### src/rtl/companion_stat_driver.sv
// companion_stat_driver: periodic decay tick, debounced care-button refresh pulses
// and hysteretic mood classification for one companion stat register.
module companion_stat_driver #(
  parameter int TICK_PERIOD     = 50000000,
  parameter int DEBOUNCE_CYCLES = 4,
  parameter int COOLDOWN_CYCLES = 8,
  parameter int LOW_THRESHOLD   = 3,
  parameter int MAX_VALUE       = 10
) (
  input  logic        clk,
  input  logic        rst,
  input  logic        care_btn,
  input  logic        pause,
  input  logic [31:0] value,
  output logic        tick,
  output logic        refresh,
  output logic [1:0]  status,
  output logic        alert,
  output logic [15:0] refresh_count
);

  typedef enum logic [1:0] {
    MOOD_OK    = 2'b00,
    MOOD_LOW   = 2'b01,
    MOOD_EMPTY = 2'b10
  } mood_t;

  localparam int TICK_W = $clog2(TICK_PERIOD);
  localparam int DB_W   = $clog2(DEBOUNCE_CYCLES + 1);
  localparam int CD_W   = (COOLDOWN_CYCLES > 0) ? $clog2(COOLDOWN_CYCLES + 1) : 1;

  localparam logic [TICK_W-1:0] TICK_LAST = TICK_W'(TICK_PERIOD - 1);
  localparam logic [DB_W-1:0]   DB_FULL   = DB_W'(DEBOUNCE_CYCLES);
  localparam logic [DB_W-1:0]   DB_ARM    = DB_W'(DEBOUNCE_CYCLES - 1);
  localparam logic [CD_W-1:0]   CD_LOAD   = CD_W'(COOLDOWN_CYCLES);
  localparam logic [31:0]       LOW_V     = 32'(LOW_THRESHOLD);
  localparam logic [31:0]       RECOVER_V = 32'(LOW_THRESHOLD + 2);
  localparam logic [31:0]       MAX_V     = 32'(MAX_VALUE);

  logic [TICK_W-1:0] tick_cnt_r;
  logic              tick_r;
  logic [1:0]        sync_r;
  logic [DB_W-1:0]   db_cnt_r;
  logic              press_r;
  logic [CD_W-1:0]   cd_cnt_r;
  logic              defer_r;
  logic              refresh_r;
  logic [15:0]       count_r;
  mood_t             mood_r;
  logic              alert_r;

  logic              tick_wrap_s;
  logic              req_s;
  logic              fire_s;
  mood_t             mood_next_s;

  // Out-of-range readings count as healthy; LOW leaves only at threshold+2 (hysteresis).
  function automatic mood_t mood_next(input mood_t cur, input logic [31:0] v);
    mood_t nxt;
    if (v == 32'd0) begin
      nxt = MOOD_EMPTY;
    end else if (v > MAX_V) begin
      nxt = MOOD_OK;
    end else begin
      case (cur)
        MOOD_OK:    nxt = (v <= LOW_V) ? MOOD_LOW : MOOD_OK;
        MOOD_LOW:   nxt = (v >= RECOVER_V) ? MOOD_OK : MOOD_LOW;
        MOOD_EMPTY: nxt = (v >= RECOVER_V) ? MOOD_OK : MOOD_LOW;
        default:    nxt = MOOD_OK;
      endcase
    end
    return nxt;
  endfunction

  // Event qualification: timer wrap, cooldown-gated request, refresh candidate, next mood.
  always_comb begin
    tick_wrap_s = 1'b0;
    req_s       = 1'b0;
    if (!pause && (tick_cnt_r == TICK_LAST)) begin
      tick_wrap_s = 1'b1;
    end else begin
      tick_wrap_s = 1'b0;
    end
    if (press_r && (cd_cnt_r == {CD_W{1'b0}})) begin
      req_s = 1'b1;
    end else begin
      req_s = 1'b0;
    end
    fire_s      = req_s | defer_r;
    mood_next_s = mood_next(mood_r, value);
  end

  // Decay timer: frozen while paused so a pause stretches the period without losing ticks.
  always_ff @(posedge clk) begin
    if (rst) begin
      tick_cnt_r <= {TICK_W{1'b0}};
      tick_r     <= 1'b0;
    end else begin
      tick_r <= tick_wrap_s;
      if (pause) begin
        tick_cnt_r <= tick_cnt_r;
      end else if (tick_wrap_s) begin
        tick_cnt_r <= {TICK_W{1'b0}};
      end else begin
        tick_cnt_r <= tick_cnt_r + TICK_W'(1);
      end
    end
  end

  // Button synchronizer and saturating debounce; one press per held level.
  always_ff @(posedge clk) begin
    if (rst) begin
      sync_r   <= 2'b00;
      db_cnt_r <= {DB_W{1'b0}};
      press_r  <= 1'b0;
    end else begin
      sync_r  <= {sync_r[0], care_btn};
      press_r <= sync_r[1] && (db_cnt_r == DB_ARM);
      if (!sync_r[1]) begin
        db_cnt_r <= {DB_W{1'b0}};
      end else if (db_cnt_r != DB_FULL) begin
        db_cnt_r <= db_cnt_r + DB_W'(1);
      end else begin
        db_cnt_r <= db_cnt_r;
      end
    end
  end

  // Cooldown after each granted request; presses seen while nonzero are dropped.
  always_ff @(posedge clk) begin
    if (rst) begin
      cd_cnt_r <= {CD_W{1'b0}};
    end else if (req_s) begin
      cd_cnt_r <= CD_LOAD;
    end else if (cd_cnt_r != {CD_W{1'b0}}) begin
      cd_cnt_r <= cd_cnt_r - CD_W'(1);
    end else begin
      cd_cnt_r <= cd_cnt_r;
    end
  end

  // Refresh issue: a request colliding with a tick slips one cycle (ticks never repeat back to back).
  always_ff @(posedge clk) begin
    if (rst) begin
      refresh_r <= 1'b0;
      defer_r   <= 1'b0;
      count_r   <= 16'h0000;
    end else begin
      refresh_r <= fire_s & ~tick_wrap_s;
      defer_r   <= fire_s & tick_wrap_s;
      if (refresh_r && (count_r != 16'hFFFF)) begin
        count_r <= count_r + 16'h0001;
      end else begin
        count_r <= count_r;
      end
    end
  end

  // Mood state and entry-to-EMPTY alert.
  always_ff @(posedge clk) begin
    if (rst) begin
      mood_r  <= MOOD_OK;
      alert_r <= 1'b0;
    end else begin
      mood_r  <= mood_next_s;
      alert_r <= (mood_next_s == MOOD_EMPTY) && (mood_r != MOOD_EMPTY);
    end
  end

  assign tick          = tick_r;
  assign refresh       = refresh_r;
  assign status        = mood_r;
  assign alert         = alert_r;
  assign refresh_count = count_r;

endmodule

### config.mk
export PLATFORM = sky130hd
export DESIGN_NAME = companion_stat_driver
export DESIGN_NICKNAME = d
export VERILOG_FILES = /design/src/rtl/companion_stat_driver.sv
export SDC_FILE = /design/constraint.sdc
export NUM_CORES = 1
export LEC_CHECK = 0
export CORE_MARGIN = 5
export CORE_UTILIZATION = 40
export CTS_CLUSTER_DIAMETER = 50
export CTS_CLUSTER_SIZE = 24
export DETAILED_ROUTE_END_ITERATION = 16
export PLACE_DENSITY = 0.74
export SYNTH_ARGS = -nofsm -noshare
export SYNTH_HDL_FRONTEND = slang
export SYNTH_SLANG_ARGS = --single-unit
### constraint.sdc
create_clock -name clk -period 2.1 [get_ports clk]
set_input_delay 0.42 -clock clk [delete_from_list [all_inputs] [get_ports clk]]
set_output_delay 0.42 -clock clk [all_outputs]
set_load 0.1 [all_outputs]
# After elaboration in Yosys (flattened, before gate mapping)
# Index checks and enable logic that the tools add are counted.
dict set report op_classes {
  n_addsub 4
  order_cmp 3
  n_eq_ne 8
  muxes 10
  bitwise 5
  reduce_logical 14
}
# op count
set ops {}
lappend ops {{greater-or-equal comparator 32 x 3 -> 1 bit (second input constant)} 1}
lappend ops {{greater-than comparator 32 x 4 -> 1 bit (second input constant)} 1}
lappend ops {{<= comparator 32 x 2 -> 1 bit (second input constant)} 1}
lappend ops {{zero test 32 bit} 1}
lappend ops {{adder 26 x 1 -> 26 bit (second input constant)} 1}
lappend ops {{equality test 26 bit (second input constant)} 1}
lappend ops {{two-way mux 26 bit} 1}
lappend ops {{adder 16 x 1 -> 16 bit (second input constant)} 1}
lappend ops {{inequality test 16 bit (second input constant)} 1}
lappend ops {{two-way mux 4 bit} 2}
lappend ops {{OR reduction 2 bit} 3}
lappend ops {{logical AND 1 bit} 5}
lappend ops {{two-way mux 1 bit} 5}
lappend ops {{equality test 2 bit (second input constant)} 2}
lappend ops {{zero test 4 bit} 1}
lappend ops {{nonzero test 4 bit} 1}
lappend ops {{subtractor 4 x 1 -> 4 bit (second input constant)} 1}
lappend ops {{adder 3 x 1 -> 3 bit (second input constant)} 1}
lappend ops {{equality test 3 x 2 -> 1 bit (second input constant)} 1}
lappend ops {{inequality test 3 bit (second input constant)} 1}
lappend ops {{bitwise AND 1 bit} 2}
lappend ops {{equality test 2 x 1 -> 1 bit (second input constant)} 1}
lappend ops {{zero test 2 bit} 1}
lappend ops {{two-way mux 2 bit} 1}
lappend ops {{other kinds (6)} 7}
dict set report totals {
  ff_bits 58
  out_inout_bits 21
  elab_cells 56
}

# Longest topological paths before layout
# Gate-level depths: netlist of run 1.
dict set report logic_depth {
  ltp_word 7
  mapped_depth 6
}

# Least setup slack after synthesis of run 1
# No wires, ideal clock.
dict set report synth_timing {
  path_type {reg-to-reg}
  start {reg count_r[2], in the netlist refresh_count[2]}
  end {reg count_r[0], in the netlist refresh_count[0]}
  t_arrival_ps 2249
  required_ps 1979
  path_slack_ps -270
  stages_incl_launch_ff 5
  period_less_slack_ps 2370
  cell_sequence {dfxtp_1 -> nand4_1 -> nor4_1 -> a21boi_0 -> mux2_2}
}
dict set report synth_between {
  elab_chain_len 2
}
# item line_no
set synth_lines {}
lappend synth_lines {{from (decl)} 48} ;# logic [15:0] count_r;
lappend synth_lines {{from (signal assigned)} 152} ;# count_r <= count_r + 16'h0001;
lappend synth_lines {{from (signal assigned)} 154} ;# count_r <= count_r;
lappend synth_lines {{inequality test 16 bit} 151} ;# if (refresh_r && (count_r != 16'hFFFF)) begin
lappend synth_lines {{logical AND 1 bit} 151}
# Every way passes these cells.
# A chain may end at the register's enable or synchronous reset.

# Worst setup path after layout of run 1
dict set report layout_timing {
  start {in pause}
  end {reg tick_cnt_r[20]}
}
dict set report layout_between {
  elab_chain_len 4
}
# item line_no
set layout_lines {}
lappend layout_lines {{from (decl)} 13} ;# input logic pause,
lappend layout_lines {{zero test 1 bit} 79} ;# if (!pause && (tick_cnt_r == TICK_LAST)) begin
lappend layout_lines {{logical AND 1 bit} 79}
lappend layout_lines {{two-way mux 1 bit} 79}
lappend layout_lines {{two-way mux 26 bit} 102} ;# end else if (tick_wrap_s) begin
lappend layout_lines {{to (signal assigned)} 101} ;# tick_cnt_r <= tick_cnt_r;
lappend layout_lines {{to (signal assigned)} 103} ;# tick_cnt_r <= {TICK_W{1'b0}};
lappend layout_lines {{to (signal assigned)} 105} ;# tick_cnt_r <= tick_cnt_r + TICK_W'(1);
lappend layout_lines {{to (decl)} 40} ;# logic [TICK_W-1:0] tick_cnt_r;
# Several ways; a longest one is shown, not always the timed one.

==> flow_summary.html, run 1 <==
<table>
<tr><th>Metric</th><th>Value</th></tr>
<tr><th colspan="2">Run status</th></tr>
<tr><td>Result of the run</td><td>finished, final reports clean</td></tr>
<tr><th colspan="2">Pwr</th></tr>
<tr><td>Worst vdd ir</td><td>approximately 400 µV</td></tr>
<tr><td>Clock group share of total power</td><td>43.8%</td></tr>
<tr><td>Leak pwr</td><td>about 1.4 nW</td></tr>
<tr><td>Fraction of power consumed by sequential logic</td><td>between 40 and 50%</td></tr>
<tr><td>Power per cell area</td><td>approximately 700 nW/µm²</td></tr>
<tr><td>Total internal power</td><td>approximately 2 mW</td></tr>
<tr><td>Net switching power of the design</td><td>0.620 mW</td></tr>
<tr><td>Combinational group share of total power</td><td>about 11%</td></tr>
<tr><td>Net Sw Frac</td><td>23.7%</td></tr>
<tr><th colspan="2">Detailed routing</th></tr>
<tr><td>Vias post-DR</td><td>roughly 2700</td></tr>
<tr><td>Antenna viol nets, final</td><td>0</td></tr>
<tr><td>Number of iterations in the first detailed-routing pass</td><td>4</td></tr>
<tr><td>Total wirelength of the detailed-routed design</td><td>roughly 7000 µm</td></tr>
<tr><td>Per-cell via count in the routed design</td><td>5.38</td></tr>
<tr><td>Initial detailed-routing violation count</td><td>159</td></tr>
<tr><td>Detail-routed net length per standard cell</td><td>13.6 µm</td></tr>
<tr><td>Count of unresolved DRC violations after routing</td><td>0</td></tr>
<tr><th colspan="2">Clock network</th></tr>
<tr><td>TritonCTS clock tree</td><td>yes</td></tr>
<tr><td>Post-CTS setup buffers</td><td>0</td></tr>
<tr><td>Clk_lat worst skew</td><td>about 0.34 ns</td></tr>
<tr><td>Root buffer cell</td><td>clkbuf_8</td></tr>
<tr><td>Number of CTS-inserted buffers</td><td>9</td></tr>
<tr><td>Reg clk slew, reported paths</td><td>around 0.07 ns</td></tr>
<tr><td>H-tree levels</td><td>3</td></tr>
<tr><td>Number of hold buffers added after cts</td><td>0</td></tr>
<tr><td>Number of sinks on the clock net</td><td>58</td></tr>
<tr><td>Maximum root-to-sink buffer count</td><td>2</td></tr>
<tr><th colspan="2">Timing</th></tr>
<tr><td>Final cycle utilization of the critical path</td><td>around 96%</td></tr>
<tr><td>Hold Fails Final Rpt</td><td>0</td></tr>
<tr><td>Crit path time final</td><td>between 2 and 2.5 ns</td></tr>
<tr><td>Accumulated negative setup slack</td><td>0 ns</td></tr>
<tr><td>Slew of the pin with the lowest slew margin</td><td>between 0.5 and 0.6 ns</td></tr>
<tr><td>Post-route clock skew</td><td>roughly 0.012 ns</td></tr>
<tr><td>Relative max-transition margin</td><td>between 50% and 60%</td></tr>
<tr><td>RSZ-0062 raised after global routing</td><td>false</td></tr>
<tr><td>Total of endpoints with negative setup slack in the final report</td><td>0</td></tr>
<tr><td>Highest clock rate</td><td>just under 500 MHz</td></tr>
<tr><td>Slew Viols, Final</td><td>0</td></tr>
<tr><th colspan="2">Yosys</th></tr>
<tr><td>Post-Synthesis Cells</td><td>about 330</td></tr>
<tr><td>Fraction of the yosys area taken by sequential cells</td><td>40.8%</td></tr>
<tr><td>Syn. warnings</td><td>0</td></tr>
<tr><td>Post-synth cell types</td><td>44</td></tr>
<tr><td>Post-synth net total</td><td>380</td></tr>
<tr><td>Post-synthesis average cell area</td><td>8.53 µm²</td></tr>
<tr><td>Number of synthesized register bits</td><td>between 50 and 60</td></tr>
<tr><td>Number of enable flip-flop cells after synthesis</td><td>0</td></tr>
<tr><td>Most area-hungry cell type in the Yosys netlist</td><td>dfxtp_1</td></tr>
<tr><td>Cell types occupying the most area after synthesis</td><td>dfxtp_1 (41%), a21oi_1 (5.4%), ha_1 (4.4%), nor2_1 (3.6%), o31ai_1 (3.2%)</td></tr>
<tr><td>Total standard cell area after synthesis</td><td>approximately 2800 µm²</td></tr>
<tr><td>Most used flip-flop cell after synthesis</td><td>dfxtp_1</td></tr>
<tr><td>Async SR Flop Fraction</td><td>0%</td></tr>
<tr><td>Area share of the largest cell type after synthesis</td><td>40.8%</td></tr>
<tr><th colspan="2">Final layout</th></tr>
<tr><td>Fin cells</td><td>a little over 500</td></tr>
<tr><td>Ant diodes</td><td>0</td></tr>
<tr><td>Nets</td><td>between 400 and 500</td></tr>
<tr><td>Layout Area Growth over Synthesis</td><td>33.8%</td></tr>
<tr><td>Ratio of cells with drive above 1 in the final layout</td><td>between 10% and 20%</td></tr>
<tr><th colspan="2">Placement</th></tr>
<tr><td>Final HPWL from detailed placement</td><td>a little over 5000 µm</td></tr>
<tr><td>Buffers on Ports</td><td>56</td></tr>
<tr><td>Final Wtd Congestion</td><td>about 0.78</td></tr>
<tr><td>Cell Count Post-Placement</td><td>493</td></tr>
<tr><th colspan="2">Global routing</th></tr>
<tr><td>Number of global-route vias before repair</td><td>2611</td></tr>
<tr><td>Wire length of the first global-routing pass</td><td>11600 µm</td></tr>
<tr><td>Remaining Overflow, GRT</td><td>0</td></tr>
<tr><td>Maximum number of pins on one net before global-route repair</td><td>28</td></tr>
<tr><td>Antenna violations before repair</td><td>0</td></tr>
<tr><td>Global routing usage summed across all routing layers</td><td>between 15 and 20%</td></tr>
<tr><th colspan="2">Floorplan</th></tr>
<tr><td>I/O pin count</td><td>57</td></tr>
<tr><td>Number of core rows</td><td>30</td></tr>
<tr><td>Die span in y</td><td>between 90 and 100 µm</td></tr>
<tr><td>Floorplan die width</td><td>approximately 94 µm</td></tr>
<tr><td>Initial cell density of the core</td><td>between 40% and 50%</td></tr>
<tr><td>Area enclosed by the die boundary</td><td>roughly 8900 µm²</td></tr>
<tr><td>Area of the core</td><td>6870 µm²</td></tr>
<tr><th colspan="2">Worst setup path</th></tr>
<tr><td>Largest fanout on the critical path</td><td>10</td></tr>
<tr><td>Data arrival time of the critical path</td><td>about 2.3 ns</td></tr>
<tr><td>Data required time of the critical path</td><td>approximately 2.4 ns</td></tr>
<tr><td>Category of the critical setup timing path</td><td>in2reg</td></tr>
<tr><td>Crit path launch type</td><td>input pin</td></tr>
<tr><td>CP Capture Type</td><td>register</td></tr>
<tr><th colspan="2">Min path</th></tr>
<tr><td>Worst hold path type</td><td>reg2reg</td></tr>
<tr><th colspan="2">Run</th></tr>
<tr><td>Number of max-cap violations</td><td>0</td></tr>
</table>
[flip-flops by register name, summed over array words and instances, names as in the netlist]
signal / cells
alert: 1
tick: 1
sync_r: 2
cd_cnt_r: 4
refresh_count: 16
tick_cnt_r: 26
press_r: 1
status: 2
defer_r: 1
db_cnt_r: 3
refresh: 1
[layout make-up]
cell class              count  area (µm²)
flip-flops and latches     58        1180
fillers                   637        3060
well taps                  96         120
clock buffers              11         141
clock inverters             5        77.6
multi-input cells         251        1590
repair buffers             71         633
inverters                  17        63.8
[per-stage QoR]
step	instance area, µm²	hold WS, ns	setup slack [ns]	util [%]	total power, mW
floorplan	2870	0.414	-0.00239	-	1.37
global placement	3590	0.416	-0.279	52.3	1.48
detailed placement	3590	0.458	-0.337	52.3	1.49
CTS	3810	0.468	0.0134	55.5	2.64
global route	3810	0.481	0.0119	55.5	2.74
finish	3810	0.463	0.0845	55.5	2.62
[kinds of logic (layout without fill, tap and decap cells)]
| logic type | count (synthesis) | count (layout) | synth area share, % |
|---|---|---|---|
| XOR/XNOR | 11 | 11 | 3.38 |
| AO/OA/AOI/OAI | 66 | 66 | 14.0 |
| AND/OR/NAND/NOR | 158 | 158 | 31.7 |
| adder cells (fa/ha/maj) | 10 | 10 | 4.39 |
| multiplexers | 6 | 6 | 2.33 |
| flip-flops | 58 | 58 | 40.8 |
| buffers and inverters | 25 | 104 | 3.47 |
[cell usage in the layout (no fill, tap or decap), types with 9 or more instances in the layout]
cell / instances
or4_1: 11
nor3_1: 14
clkdlybuf4s50_1: 35
inv_1: 17
buf_4: 35
dfxtp_2: 16
nand3_1: 14
nor2_1: 27
nor2b_1: 9
nand4_1: 12
ha_1: 10
nor4_1: 13
dfxtp_1: 42
o31ai_1: 11
clkbuf_8: 10
a21oi_1: 31
nand2_1: 21
[power by group through the flow]
stage / registers [mW] / logic [mW] / clock network [mW]
2_1_floorplan: 1.19 / 0.181 / 0
3_3_place_gp: 1.20 / 0.280 / 0
3_5_place_dp: 1.20 / 0.294 / 0
4_1_cts: 1.18 / 0.296 / 1.17
5_1_grt: 1.18 / 0.332 / 1.22
6_report: 1.18 / 0.294 / 1.15
[per-layer routing]
layer / GRT usage, % / wire length (µm) / vias up
met1: 20.6 / 3080 / 1291
met4: 7.22 / 113 / 0
li1: - / - / 1394
met5: 0 / 0 / -
met2: 26.5 / 3500 / 43
met3: 3.43 / 237 / 9
[Yosys cell counts, drive strengths merged, types with 5 or more instances]
library cell,instances
dfxtp,58
a21oi,31
nor2,27
nand2,21
inv,17
nand3,14
nor3,14
nor4,13
or4,13
nand4,12
o31ai,12
ha,10
nor2b,9
and3,8
or3,8
o21ai,7
xnor2,6
a31oi,5
clkbuf,5
mux2,5
xor2,5
[worst max-delay path, stage by stage]
cell and delay (ns):
clkdlybuf4s50_1 0.42, nand4b_4 0.19, or4_4 0.59, or4_1 0.52, a21oi_1 0.15
[what timing repair did]
action / in CTS / in global routing
resized for setup: 0 / 1
endpoints found under the setup margin: 0 / 4
hold endpoints to repair: 0 / 0
[worst paths after layout]
kind | start | end | slack (ns) | depth (start not counted)
worst max-delay path | pause | tick_cnt_r[20] | 0.08 | 5
worst min-delay path | sync_r[0] | sync_r[1] | 0.46 | 1
worst max register to register | tick_cnt_r[1] | tick_cnt_r[20] | 0.10 | 5
worst min register to register | sync_r[0] | sync_r[1] | 0.46 | 1
Note: power is estimated with default switching activity, not from simulation.
==> run 2: changes to the inputs <==
CORE_MARGIN = 4   (was 5)
==> run 2 against run 1 <==
  * Combinational power about the same
  * Non-clock buffer count is 1 higher
  * Register-to-register slack improved by 0.06 ns
  * Sequential share of layout area rose by 0.21 points
  * Maximum frequency shrank 1.9%
  * Wire length shrank 2.5%
  * Total power shrank 6.2%
  * Worst setup slack got worse by 0.039 ns
  * Critical path depth did not move
  * Via count up 0.51%
  * Critical endpoint unchanged
==> flow_summary.html, run 2 (synthesized netlist as in run 1, its figures left out) <==
<table>
<tr><th>Metric</th><th>Value</th></tr>
<tr><th colspan="2">Pwr</th></tr>
<tr><td>Clock group share of total power</td><td>40.0% (-3.8 points)</td></tr>
<tr><td>Net Sw Frac</td><td>23.6% (-0.057 points)</td></tr>
<tr><td>Fraction of power consumed by sequential logic</td><td>48.0% (+3.1 points)</td></tr>
<tr><td>Total internal power</td><td>1.87 mW (-6.2%)</td></tr>
<tr><td>Combinational group share of total power</td><td>12.0% (+0.8 points)</td></tr>
<tr><td>Leak pwr</td><td>1.39 nW (-0.55%)</td></tr>
<tr><td>Power per cell area</td><td>649 nW/µm² (-5.5%)</td></tr>
<tr><td>Worst vdd ir</td><td>373 µV (-7.3%)</td></tr>
<tr><td>Net switching power of the design</td><td>0.580 mW (-6.5%)</td></tr>
<tr><th colspan="2">Clock network</th></tr>
<tr><td>H-tree levels</td><td>3 (unchanged)</td></tr>
<tr><td>Number of sinks on the clock net</td><td>58 (unchanged)</td></tr>
<tr><td>Maximum root-to-sink buffer count</td><td>2 (unchanged)</td></tr>
<tr><td>Root buffer cell</td><td>clkbuf_8</td></tr>
<tr><td>Number of hold buffers added after cts</td><td>0 (unchanged)</td></tr>
<tr><td>TritonCTS clock tree</td><td>yes</td></tr>
<tr><td>Number of CTS-inserted buffers</td><td>9 (unchanged)</td></tr>
<tr><td>Reg clk slew, reported paths</td><td>0.06 ns (about the same)</td></tr>
<tr><td>Clk_lat worst skew</td><td>0.33 ns (about the same)</td></tr>
<tr><th colspan="2">Timing</th></tr>
<tr><td>Final cycle utilization of the critical path</td><td>97.8% (+1.8 points)</td></tr>
<tr><td>Total of endpoints with negative setup slack in the final report</td><td>0 (unchanged)</td></tr>
<tr><td>Hold Slack</td><td>0.437 ns (-0.0263 ns)</td></tr>
<tr><td>Crit path time final</td><td>2.05 ns (+0.0385 ns)</td></tr>
<tr><td>Slew Viols, Final</td><td>0 (unchanged)</td></tr>
<tr><td>Post-route clock skew</td><td>0.00795 ns (-0.00395 ns)</td></tr>
<tr><td>Relative max-transition margin</td><td>60.6% (+0.69 points)</td></tr>
<tr><td>Hold Fails Final Rpt</td><td>0 (unchanged)</td></tr>
<tr><td>Slew of the pin with the lowest slew margin</td><td>0.589 ns (-0.0103 ns)</td></tr>
<tr><td>Highest clock rate</td><td>487 MHz (-1.9%)</td></tr>
<tr><th colspan="2">Placement</th></tr>
<tr><td>Final Wtd Congestion</td><td>0.815 (+5.1%)</td></tr>
<tr><td>Buffers on Ports</td><td>56 (unchanged)</td></tr>
<tr><td>Final HPWL from detailed placement</td><td>4930 µm (-2.8%)</td></tr>
<tr><th colspan="2">Global routing</th></tr>
<tr><td>Maximum number of pins on one net before global-route repair</td><td>27 (-3.6%)</td></tr>
<tr><td>Antenna violations before repair</td><td>0 (unchanged)</td></tr>
<tr><td>Remaining Overflow, GRT</td><td>0 (unchanged)</td></tr>
<tr><td>Global routing usage summed across all routing layers</td><td>16.1% (-0.13 points)</td></tr>
<tr><td>Number of global-route vias before repair</td><td>2599 (-0.46%)</td></tr>
<tr><td>Wire length of the first global-routing pass</td><td>11400 µm (-2.1%)</td></tr>
<tr><th colspan="2">Worst setup path</th></tr>
<tr><td>Worst path cell trace</td><td>clkdlybuf4s50_1 -&gt; nand4b_4 -&gt; or4_4 -&gt; or4_1 -&gt; a21oi_1</td></tr>
<tr><td>Category of the critical setup timing path</td><td>in2reg</td></tr>
<tr><td>Crit path launch type</td><td>input pin</td></tr>
<tr><td>Slowest cell delay on critical path</td><td>0.60 ns (about the same)</td></tr>
<tr><td>Internal reg-to-reg setup slack</td><td>0.16 ns (+0.06 ns)</td></tr>
<tr><td>Slowest stage cell, crit path</td><td>or4_4</td></tr>
<tr><td>Data arrival time of the critical path</td><td>2.31 ns (+0.03 ns)</td></tr>
<tr><td>CP Capture Type</td><td>register</td></tr>
<tr><td>Largest fanout on the critical path</td><td>6 (-4)</td></tr>
<tr><td>Data required time of the critical path</td><td>2.36 ns (about the same)</td></tr>
<tr><th colspan="2">Final layout</th></tr>
<tr><td>Layout filler cell count</td><td>610 (-4.2%)</td></tr>
<tr><td>Highest-count cells in the layout ignoring fill and taps</td><td>dfxtp_1 (43), clkdlybuf4s50_1 (35), buf_4 (35)</td></tr>
<tr><td>Ant diodes</td><td>0 (unchanged)</td></tr>
<tr><td>Most frequent standard cell in the layout excluding fill and tap cells</td><td>dfxtp_1</td></tr>
<tr><td>Flip-flop count of the largest register after layout</td><td>26 (unchanged)</td></tr>
<tr><td>Layout Utilization</td><td>55.0% (-0.44 points)</td></tr>
<tr><td>Nets</td><td>455 (+0.22%)</td></tr>
<tr><td>Largest Register</td><td>tick_cnt_r</td></tr>
<tr><td>Layout Area Growth over Synthesis</td><td>32.7%</td></tr>
<tr><td>Ratio of cells with drive above 1 in the final layout</td><td>18.2% (-0.48 points)</td></tr>
<tr><th colspan="2">Detailed routing</th></tr>
<tr><td>Per-cell via count in the routed design</td><td>5.40 (+0.51%)</td></tr>
<tr><td>Count of unresolved DRC violations after routing</td><td>0 (unchanged)</td></tr>
<tr><td>Initial detailed-routing violation count</td><td>86 (-46%)</td></tr>
<tr><td>Vias post-DR</td><td>2751 (+0.51%)</td></tr>
<tr><td>Number of iterations in the first detailed-routing pass</td><td>4 (unchanged)</td></tr>
<tr><td>Total wirelength of the detailed-routed design</td><td>6760 µm (-2.5%)</td></tr>
<tr><td>Antenna viol nets, final</td><td>0 (unchanged)</td></tr>
<tr><td>Detail-routed net length per standard cell</td><td>13.3 µm (-2.5%)</td></tr>
<tr><th colspan="2">Min path</th></tr>
<tr><td>Worst hold path type</td><td>reg2reg</td></tr>
<tr><th colspan="2">Run status</th></tr>
<tr><td>Result of the run</td><td>finished, final reports clean</td></tr>
<tr><th colspan="2">Floorplan</th></tr>
<tr><td>Area enclosed by the die boundary</td><td>8540 µm² (-4.2%)</td></tr>
<tr><td>Floorplan die width</td><td>92.4 µm (-2.1%)</td></tr>
<tr><td>I/O pin count</td><td>57 (unchanged)</td></tr>
<tr><td>Number of core rows</td><td>30 (unchanged)</td></tr>
<tr><td>Die span in y</td><td>92.4 µm (-2.1%)</td></tr>
<tr><td>Initial cell density of the core</td><td>41.5% (unchanged)</td></tr>
<tr><td>Area of the core</td><td>6870 µm² (unchanged)</td></tr>
<tr><th colspan="2">Run</th></tr>
<tr><td>Number of max-cap violations</td><td>0 (unchanged)</td></tr>
</table>
[run 2: per-stage QoR]
step	std cells	area [µm²]	TNS [ns]	setup WS, ns	power [mW]
4_1_cts	507	3770	0	0.0535	2.49
2_1_floorplan	334	2870	-0.00239	-0.00239	1.37
3_5_place_dp	492	3580	-4.04	-0.350	1.50
5_1_grt	509	3780	-0.0188	-0.00661	2.59
6_report	509	3780	0	0.0459	2.45
3_3_place_gp	492	3580	-3.62	-0.344	1.48
[run 2: path summary, 6_finish.rpt]
kind | startpoint | end | cells past startpoint
worst min register to register | sync_r[0] | sync_r[1] | 1
worst min-delay path | sync_r[0] | sync_r[1] | 1
worst max-delay path | pause | tick_cnt_r[20] | 5
worst max register to register | tick_cnt_r[0] | tick_cnt_r[20] | 5
[run 2: power by group through the flow]
stage	clock network (mW)	registers (mW)	logic (mW)
after floorplan	0	1.19	0.181
after global placement	0	1.20	0.280
after detailed placement	0	1.20	0.297
after CTS	1.01	1.18	0.299
after global routing	1.06	1.18	0.345
final	0.982	1.18	0.296
[run 2: per-layer routing]
layer	up-vias	share of wire, %	track usage (%)	wire [µm]
li1	1401	-	-	-
met1	1301	46	19.8	3130
met2	41	50	27.8	3370
met3	8	2.5	2.92	167
met4	0	1.4	6.19	93
met5	-	0	0	0
[run 2: worst max-delay path, delay by kind of cell]
kind | cells | cell delay (ns)
buffers and inverters | 1 | 0.41
AND/OR/NAND/NOR | 3 | 1.32
AO/OA/AOI/OAI | 1 | 0.15
[run 2: area by class of cell]
type | count | area [µm²] | share of cell area (%)
clock buffer | 12 | 145 | 3.84
clock inverter | 3 | 40.0 | 1.06
multi-input combinational | 251 | 1590 | 42.2
inverter | 17 | 63.8 | 1.69
tap | 96 | 120 | 3.18
sequential | 58 | 1180 | 31.2
timing repair buffer | 72 | 638 | 16.9
[run 2: repair_timing]
item                                    CTS  global route
pin swaps                                 1             2
setup buffers                             0             2
hold endpoints to repair                  0             0
endpoints found under the setup margin    1             4
gates resized for setup                   0             1
